--- src/rtl/ram_sp_arb_pkg.sv ---
// Shared constants for the single-port RAM arbiter: FSM state encoding and requester ids.
package ram_sp_arb_pkg;

    localparam logic ST_SWEEP = 1'b1;
    localparam logic ST_SERVE = 1'b0;

    localparam logic REQ0 = 1'b0;
    localparam logic REQ1 = 1'b1;

    localparam int NUM_REQ = 2;

    typedef enum logic {
        SERVE = ST_SERVE,
        SWEEP = ST_SWEEP
    } state_e;

endpackage

--- src/rtl/ram_sp_arb_rr.sv ---
// Two-input round-robin grant: one-hot grant, pointer moves to the loser after each grant.
module rr_arb2
    import ram_sp_arb_pkg::*;
(
    input  logic       clock,
    input  logic       reset,
    input  logic [1:0] valid,
    input  logic       enable,
    output logic [1:0] grant
);

    logic ptr;

    always_comb begin
        grant = 2'b00;
        if (enable) begin
            if (valid == 2'b11)
                grant = (ptr == REQ1) ? 2'b10 : 2'b01;
            else
                grant = valid;
        end
    end

    always_ff @(posedge clock) begin
        if (reset)
            ptr <= REQ0;
        else if (|grant)
            ptr <= grant[0] ? REQ1 : REQ0;
    end

endmodule

--- src/rtl/ram_sp_arb.sv ---
// Round-robin sequencer for one single-port RAM with post-reset / on-demand init sweep.
// Define RAM_SP_ARB_PERF_EN to add the saturating conflict_cnt_out contention counter.
module ram_sp_arb
    import ram_sp_arb_pkg::*;
#(
    parameter int                  DATAWIDTH = 64,
    parameter int                  INDEXSIZE = 256,
    parameter int                  LOGINDEX  = 8,
    parameter logic [DATAWIDTH-1:0] INITVALUE = '0
) (
    input  logic                 clock,
    input  logic                 reset,
    input  logic                 clear_in,
    output logic                 busy_out,
    input  logic                 req0_valid_in,
    input  logic                 req0_we_in,
    input  logic [LOGINDEX-1:0]  req0_index_in,
    input  logic [DATAWIDTH-1:0] req0_data_in,
    output logic                 req0_ready_out,
    output logic                 rsp0_valid_out,
    output logic [DATAWIDTH-1:0] rsp0_data_out,
    input  logic                 req1_valid_in,
    input  logic                 req1_we_in,
    input  logic [LOGINDEX-1:0]  req1_index_in,
    input  logic [DATAWIDTH-1:0] req1_data_in,
    output logic                 req1_ready_out,
    output logic                 rsp1_valid_out,
    output logic [DATAWIDTH-1:0] rsp1_data_out,
    output logic                 ram_we_out,
    output logic [LOGINDEX-1:0]  ram_index_out,
    output logic [DATAWIDTH-1:0] ram_data_out,
    input  logic [DATAWIDTH-1:0] ram_rdata_in
`ifdef RAM_SP_ARB_PERF_EN
    ,
    output logic [31:0]          conflict_cnt_out
`endif
);

    localparam logic [LOGINDEX:0] SWEEP_LAST = (LOGINDEX+1)'(INDEXSIZE-1);
    localparam logic [LOGINDEX:0] CNT_ONE    = (LOGINDEX+1)'(1);

    state_e                                   state;
    logic [LOGINDEX:0]                        sweep_cnt;
    logic [NUM_REQ-1:0]                       req_valid, req_we, grant, rsp_vld;
    logic [NUM_REQ-1:0][LOGINDEX-1:0]         req_index;
    logic [NUM_REQ-1:0][DATAWIDTH-1:0]        req_data, rsp_data;
    logic                                     gid, arb_en;

    assign req_valid = {req1_valid_in, req0_valid_in};
    assign req_we    = {req1_we_in,    req0_we_in};
    assign req_index = {req1_index_in, req0_index_in};
    assign req_data  = {req1_data_in,  req0_data_in};

    // clear_in beats any request in the same cycle
    assign arb_en = !reset && (state == SERVE) && !clear_in;

    rr_arb2 u_arb (
        .clock  (clock),
        .reset  (reset),
        .valid  (req_valid),
        .enable (arb_en),
        .grant  (grant)
    );

    assign gid            = grant[1] ? REQ1 : REQ0;
    assign req0_ready_out = grant[0];
    assign req1_ready_out = grant[1];
    assign busy_out       = (state == SWEEP);

    always_comb begin
        ram_we_out    = 1'b0;
        ram_index_out = '0;
        ram_data_out  = '0;
        if (!reset) begin
            if (state == SWEEP) begin
                ram_we_out    = 1'b1;
                ram_index_out = sweep_cnt[LOGINDEX-1:0];
                ram_data_out  = INITVALUE;
            end else if (|grant) begin
                ram_we_out    = req_we[gid];
                ram_index_out = req_index[gid];
                ram_data_out  = req_data[gid];
            end
        end
    end

    always_ff @(posedge clock) begin
        if (reset) begin
            state     <= SWEEP;
            sweep_cnt <= '0;
            rsp_vld   <= '0;
            rsp_data  <= '0;
        end else begin
            rsp_vld <= grant & ~req_we;
            for (int i = 0; i < NUM_REQ; i++)
                if (grant[i] && !req_we[i])
                    rsp_data[i] <= ram_rdata_in;
            case (state)
                SWEEP: begin
                    sweep_cnt <= sweep_cnt + CNT_ONE;
                    if (sweep_cnt == SWEEP_LAST)
                        state <= SERVE;
                end
                default: begin
                    if (clear_in) begin
                        state     <= SWEEP;
                        sweep_cnt <= '0;
                    end
                end
            endcase
        end
    end

    assign rsp0_valid_out = rsp_vld[0];
    assign rsp1_valid_out = rsp_vld[1];
    assign rsp0_data_out  = rsp_data[0];
    assign rsp1_data_out  = rsp_data[1];

`ifdef RAM_SP_ARB_PERF_EN
    logic [31:0] conflict_cnt;

    always_ff @(posedge clock) begin
        if (reset)
            conflict_cnt <= '0;
        else if (state == SERVE && !clear_in && (&req_valid) && conflict_cnt != '1)
            conflict_cnt <= conflict_cnt + 32'd1;
    end

    assign conflict_cnt_out = conflict_cnt;
`endif

endmodule

--- config.mk ---
export PLATFORM = sky130hd
export DESIGN_NAME = ram_sp_arb
export DESIGN_NICKNAME = d
export VERILOG_FILES = /design/src/rtl/ram_sp_arb_pkg.sv /design/src/rtl/ram_sp_arb_rr.sv /design/src/rtl/ram_sp_arb.sv
export SDC_FILE = /design/constraint.sdc
export NUM_CORES = 1
export LEC_CHECK = 0
export BUFFER_PORTS_ARGS = -buffer_cell sky130_fd_sc_hd__buf_2
export CAP_MARGIN = 20
export CORE_AREA = 2 2 161 163
export CTS_CLUSTER_SIZE = 8
export DETAILED_ROUTE_END_ITERATION = 12
export DIE_AREA = 0 0 163 165
export PLACE_DENSITY = 0.6
export SYNTH_ARGS = -nofsm -noshare
export SYNTH_HDL_FRONTEND = slang
export SYNTH_SLANG_ARGS = --single-unit
--- constraint.sdc ---
create_clock -name clock -period 1.65 [get_ports clock]
set_input_delay 0.165 -clock clock [delete_from_list [all_inputs] [get_ports clock]]
set_output_delay 0.165 -clock clock [all_outputs]
set_load 0.02 [all_outputs]
Word-level counts from Yosys, hierarchy flattened --
Index checks and enable logic that the tools add are counted.
Storage, ports and cells: flip-flop bits (word level) 141, word-level logic and storage cells 48
Cells by class: add/subtract/negate cells 1, $lt $le $gt $ge 1, equal/unequal tests 2, muxes and demuxes 25, bitwise logic cells 3, reduce and logical (&&, ||, !) cells 10
Operators by type and width (count):
- two-way mux 64 bit | 5
- two-way mux 8 bit | 5
- two-way mux 9 bit | 2
- two-way mux 1 bit | 10
- adder 9 x 1 -> 9 bit (second input constant) | 1
- == test 9 x 8 -> 1 bit (second input constant) | 1
- two-way mux 2 bit | 3
- logical AND 1 bit | 4
- logical NOT 1 bit | 4
- bitwise AND 2 bit | 1
- == test 2 bit (second input constant) | 1
- less-than comparator 1 x 2 -> 1 bit (second input constant) | 1
- inverter 2 bit | 1
- nonzero test 2 bit | 1
- OR reduction 2 bit | 1
- inverter 1 bit | 1

Logic depth before layout (Yosys ltp) --
word-level depth 10, gate-level depth with buffers 8

Modules after synthesis --
Synthesis repeated with hierarchy kept, for this count alone.
Unflattened totals: cell total of the unflattened synthesis 801, area total of the unflattened synthesis 6142.1 µm²
By module, submodules not included:
- ram_sp_arb | instances 1, cells an instance 793, area each 6087.1 µm², sequential area each 2802.7 µm²
- rr_arb2 | instances 1, cells an instance 8, area each 55.1 µm², sequential area each 20.0 µm²

Worst setup path after synthesis --
Ideal clock, no wire load.
kind register -> output, start register state (netlist: busy_out), end output ram_data_out[13], arrival 1483 ps, path slack 2 ps, stages on the path, launching flop included 7, buffers on the path 2, path through dfxtp_1 > nor3_2 > nand3_1 > buf_2 > buf_2 > nand2_1 > a21oi_1
On the way: cells in the longest elaborated chain, start to end 10, elaborated cells on any way between the ends 11, those cells by class mux: 7; bitwise: 1; reduce/logical: 3
Ends and longest elaborated chain:
- start, declared | line ram_sp_arb.sv:42 | state_e state;
- start signal, assigned | line ram_sp_arb.sv:89 | state <= SWEEP;
- start signal, assigned | line ram_sp_arb.sv:102 | state <= SERVE;
- start signal, assigned | line ram_sp_arb.sv:106 | state <= SWEEP;
- inverter 1 bit | line ram_sp_arb.sv:55 | assign arb_en = !reset && (state == SERVE) && !clear_in;
- logical AND 1 bit (2 in series) | line ram_sp_arb.sv:55
- two-way mux 2 bit | line ram_sp_arb_rr.sv:16 | if (enable) begin
- two-way mux 1 bit | line ram_sp_arb.sv:65 | assign gid = grant[1] ? REQ1 : REQ0;
- two-way mux 64 bit (implied by the code) (2 in series) | line ram_sp_arb.sv:82 | ram_data_out = req_data[gid];
- two-way mux 64 bit | line ram_sp_arb.sv:79 | end else if (|grant) begin
- two-way mux 64 bit (*) | line ram_sp_arb.sv:75 | if (state == SWEEP) begin
- two-way mux 64 bit (*) | line ram_sp_arb.sv:74 | if (!reset) begin
- end, declared | line ram_sp_arb.sv:31 | output logic [DATAWIDTH-1:0] ram_data_out,
Mark *: on every way between the ends. The rest lies on a longest branch, timed or not. The select of a mux whose other input is x is not followed.

Worst setup path in the final report --
start register state (netlist: busy_out), end output ram_data_out[27]
The elaborated chain is that of the path after synthesis.

==> impl_metrics.yaml <==
outcome:
  status: "complete, but fails checks"
  violations: "negative setup slack"
synthesis:
  yosysUniqueCellTypes: 37
  syn_nets: 1090
  synth_cells: 873
  synth-async-reset-ratio_pct: 0
  yosysWarnings: 0
  syn_area_per_cell_sq_um: 7.036
  synth_area_sq_mm: 0.006142
  synth-seq-cells: 141
  ys.flop_type: "dfxtp_1"
  synth_edf_count: 0
  ys_seq_area_share_pct: 45.96
timing:
  fin_crit_ns: 2.031
  tightest_slew_ns: 0.6925
  fin_ws_ns: -0.3814
  maxSlewViolCount: 0
  relSlewSlack_pct: 53.83
  holdWs_ns: 0.01920
  fin_crit_sh_pct: 123.1
  clock-skew-final_ns: 0.01448
  fmax_mhz: 492.3
  setup_tns_ns: -23.83
  grt_setup_unrepaired: "yes"
  final-hold-violation-count: 0
  setup_viol: 78
clock_tree:
  clk_path_buf_depth: 2
  cts.sinks: 141
  cts-root-buf: "clkbuf_16"
  cts-htree-levels: 4
  clk-insertion-delay-late_ns: 0.42
  clk_pin_slew_ns: 0.06
  cts_made_buffers: 17
  cts_tree: "yes"
worst_setup_path:
  cp.arrival_ns: 1.87
  reg2reg_slack_ns: -0.03
  crit_path_start_kind: "register"
  crit_family: "buffers and inverters"
  worstSetupEndpointType: "output pin"
  cpPeakStageDelay_ns: 0.33
  crit_path_cell_trace: "nor3_4 -> nand3_2 -> clkinv_4 -> buf_12 -> buf_6 -> nand2_4 -> a21oi_4 -> buf_6"
  criticalPathCategory: "register to output pin"
  cp.required_ns: 1.48
  cp_num_buf_inv: 4
  crit_path_top_delay_cell: "dfxtp_2"
  worst_path_most_repeated_cell: "buf_6"
  cp_max_fo: 5
final_layout:
  multi_input_area_sq_mm: 0.003294
  n_fill_cell: 2569
  layout-drive-gt1-share_pct: 42.52
  final-seq-area_sq_mm: 0.002824
  diodes: 0
  syn2layout_area_growth_pct: 77.88
  fin_cells: 1701
  fin_util_pct: 43.64
  final_nets: 1575
detailed_routing:
  first_iter_violations: 681
  first_pass_iters: 5
  viasPerCell: 4.680
  drt_wl_total_um: 28930
  drc: 0
  vias: 7960
  wire_per_inst_um: 17.01
  antenna_left: 0
global_routing:
  overflow: 0
  antenna_found_initial: 5
  track_usage_pct: 19.88
  grt_max_degree: 134
  grt_pass1_vias: 7511
  grt_pass1_wl_um: 41380
power_and_ir_drop:
  vdd_drop_max_v: 0.0005473
  swShare_pct: 22.86
  power_switching_w: 0.001834
  leakage_nw: 5.051
  comb_power_share_pct: 8.1
  p_clk_share_pct: 49.3
  power_report.internal_total_w: 0.006186
  p_per_area_mw_per_mm2: 734.1
  seqPwrFrac_pct: 42.6
place:
  placed_cells: 1591
  portBuffers: 420
  place.gp.congestion: 1.019
  dpl.hpwl_um: 19770
die:
  dieWidth_um: 163
  dieArea_sq_mm: 0.02690
  start_util_pct: 24.53
  dieHeight_um: 165
  core.rowCount: 58
  core_sq_mm: 0.02504
  ios: 421
job:
  maxCapViolations: 0
min_path:
  hp-class: "input pin to register"
==> layout by cell type (no fill, tap or decap), types with 2 or more instances in the layout <==
cell	instances
nand2_1	375
buf_2	358
a21oi_1	154
dfxtp_1	140
buf_4	66
dlygate4sd3_1	59
a21oi_2	38
buf_6	23
clkbuf_16	22
buf_12	17
nand2_4	16
mux2i_1	10
nor2_1	9
o21ai_1	6
nand2_2	6
o21ai_0	4
a21oi_4	4
nand4_1	4
nand2b_1	3
clkinv_4	3
nand3_1	3
inv_6	3
clkinvlp_4	3
bufinv_16	3
inv_1	2
nand3_2	2
nor2b_1	2
mux2_2	2
ha_1	2
clkbuf_1	2
buf_16	2
bufbuf_16	2
buf_8	2
==> cell usage after synthesis, types with 2 or more instances <==
| library cell | n | area share (%) |
|---|---|---|
| nand2_1 | 397 | 24 |
| a21oi_1 | 196 | 16 |
| dfxtp_1 | 141 | 46 |
| buf_2 | 29 | 2.4 |
| clkbuf_1 | 25 | 1.5 |
| mux2i_1 | 10 | 1.6 |
| nor2_1 | 9 | 0.55 |
| buf_4 | 7 | 0.86 |
| buf_6 | 7 | 1.3 |
| o21ai_0 | 6 | 0.49 |
| nand3_1 | 5 | 0.41 |
| o21ai_1 | 5 | 0.41 |
| nand4_1 | 4 | 0.41 |
| inv_2 | 3 | 0.18 |
| nand2b_1 | 3 | 0.31 |
| ha_1 | 2 | 0.41 |
| inv_1 | 2 | 0.12 |
| mux2_2 | 2 | 0.37 |
| nor2b_1 | 2 | 0.20 |
==> layer usage <==
metal  GRT usage [%]  routed length (um)  vias to the layer above  part of all wire, %
met5               0                  25                        -                0.086
met4           5.953                 480                        4                  1.7
met3           4.520                2075                       47                  7.2
met2           31.91               13310                      377                   46
met1           26.62               13040                     3724                   45
li1                -                   -                     3808                    -
==> logic make-up (layout without fill, tap and decap cells) <==
family	count (synthesis)	in the layout	share of synthesized area, %
AOI/OAI and AO/OA	214	215	17.74
adders and majority gates	2	2	0.4073
DFF	141	141	45.96
muxes	12	12	1.996
buffers and inverters	74	571	6.396
and+or+nand+nor	430	430	27.50
==> power groups by stage <==
stage | clock (W) | combinational, W | sequential [W]
2_1_floorplan | 0 | 0.000131 | 0.00349
3_3_place_gp | 0 | 0.000500 | 0.00349
3_5_place_dp | 0 | 0.000495 | 0.00349
4_1_cts | 0.00407 | 0.000621 | 0.00341
5_1_grt | 0.00419 | 0.000703 | 0.00341
6_report | 0.00396 | 0.000650 | 0.00341
==> area by class of cell <==
cell class                 instances  share of cell area (%)
timing repair buffer             534                   34.34
tap                              330                   3.779
inverter                           5                  0.3092
sequential                       141                   25.85
clock inverter                    12                   1.477
multi-input combinational        659                   30.15
clock buffer                      20                   4.088
==> state kept, by name (all words and copies together), names as in the netlist <==
signal	cells
u_arb.ptr	1
sweep_cnt	9
rsp1_data_out	64
rsp0_data_out	64
rsp_vld	2
busy_out	1
==> metrics by stage <==
stage / power, W / instance area (sq um) / setup WS [ns]
after floorplan: 0.003623 / 6142 / 0.002366
after global placement: 0.003990 / 8760 / -0.05780
after detailed placement: 0.003985 / 8760 / -0.05888
after CTS: 0.008106 / 10370 / -0.3954
after global routing: 0.008306 / 10930 / -0.4824
final: 0.008020 / 10930 / -0.3814
==> path summary, 6_finish.rpt <==
path         cells after the start                end         startpoint
max                              8   ram_data_out[27]           busy_out
min                              3   rsp1_data_out[0]    ram_rdata_in[0]
max reg2reg                      8   rsp0_data_out[6]           busy_out
min reg2reg                      2  rsp0_data_out[45]  rsp0_data_out[45]
==> repair_timing <==
| action | 4_1_cts | 5_1_grt |
|---|---|---|
| setup endpoints to repair | 158 | 196 |
| gates resized for setup | 85 | 106 |
| setup buffers | 6 | 4 |
| pin swaps | 2 | 40 |
| hold endpoints to repair | 111 | 0 |
| hold buffers | 59 | 0 |
| cloned | 4 | 6 |
==> worst register-to-register path, stage by stage, from the launching register on <==
cell	delay, ns
dfxtp_2	0.33
buf_4	0.20
nor2_4	0.12
nand4_1	0.15
buf_12	0.19
inv_8	0.11
bufbuf_16	0.30
nand2_1	0.07
a21oi_1	0.13
Note: power is estimated with default switching activity, not from simulation.
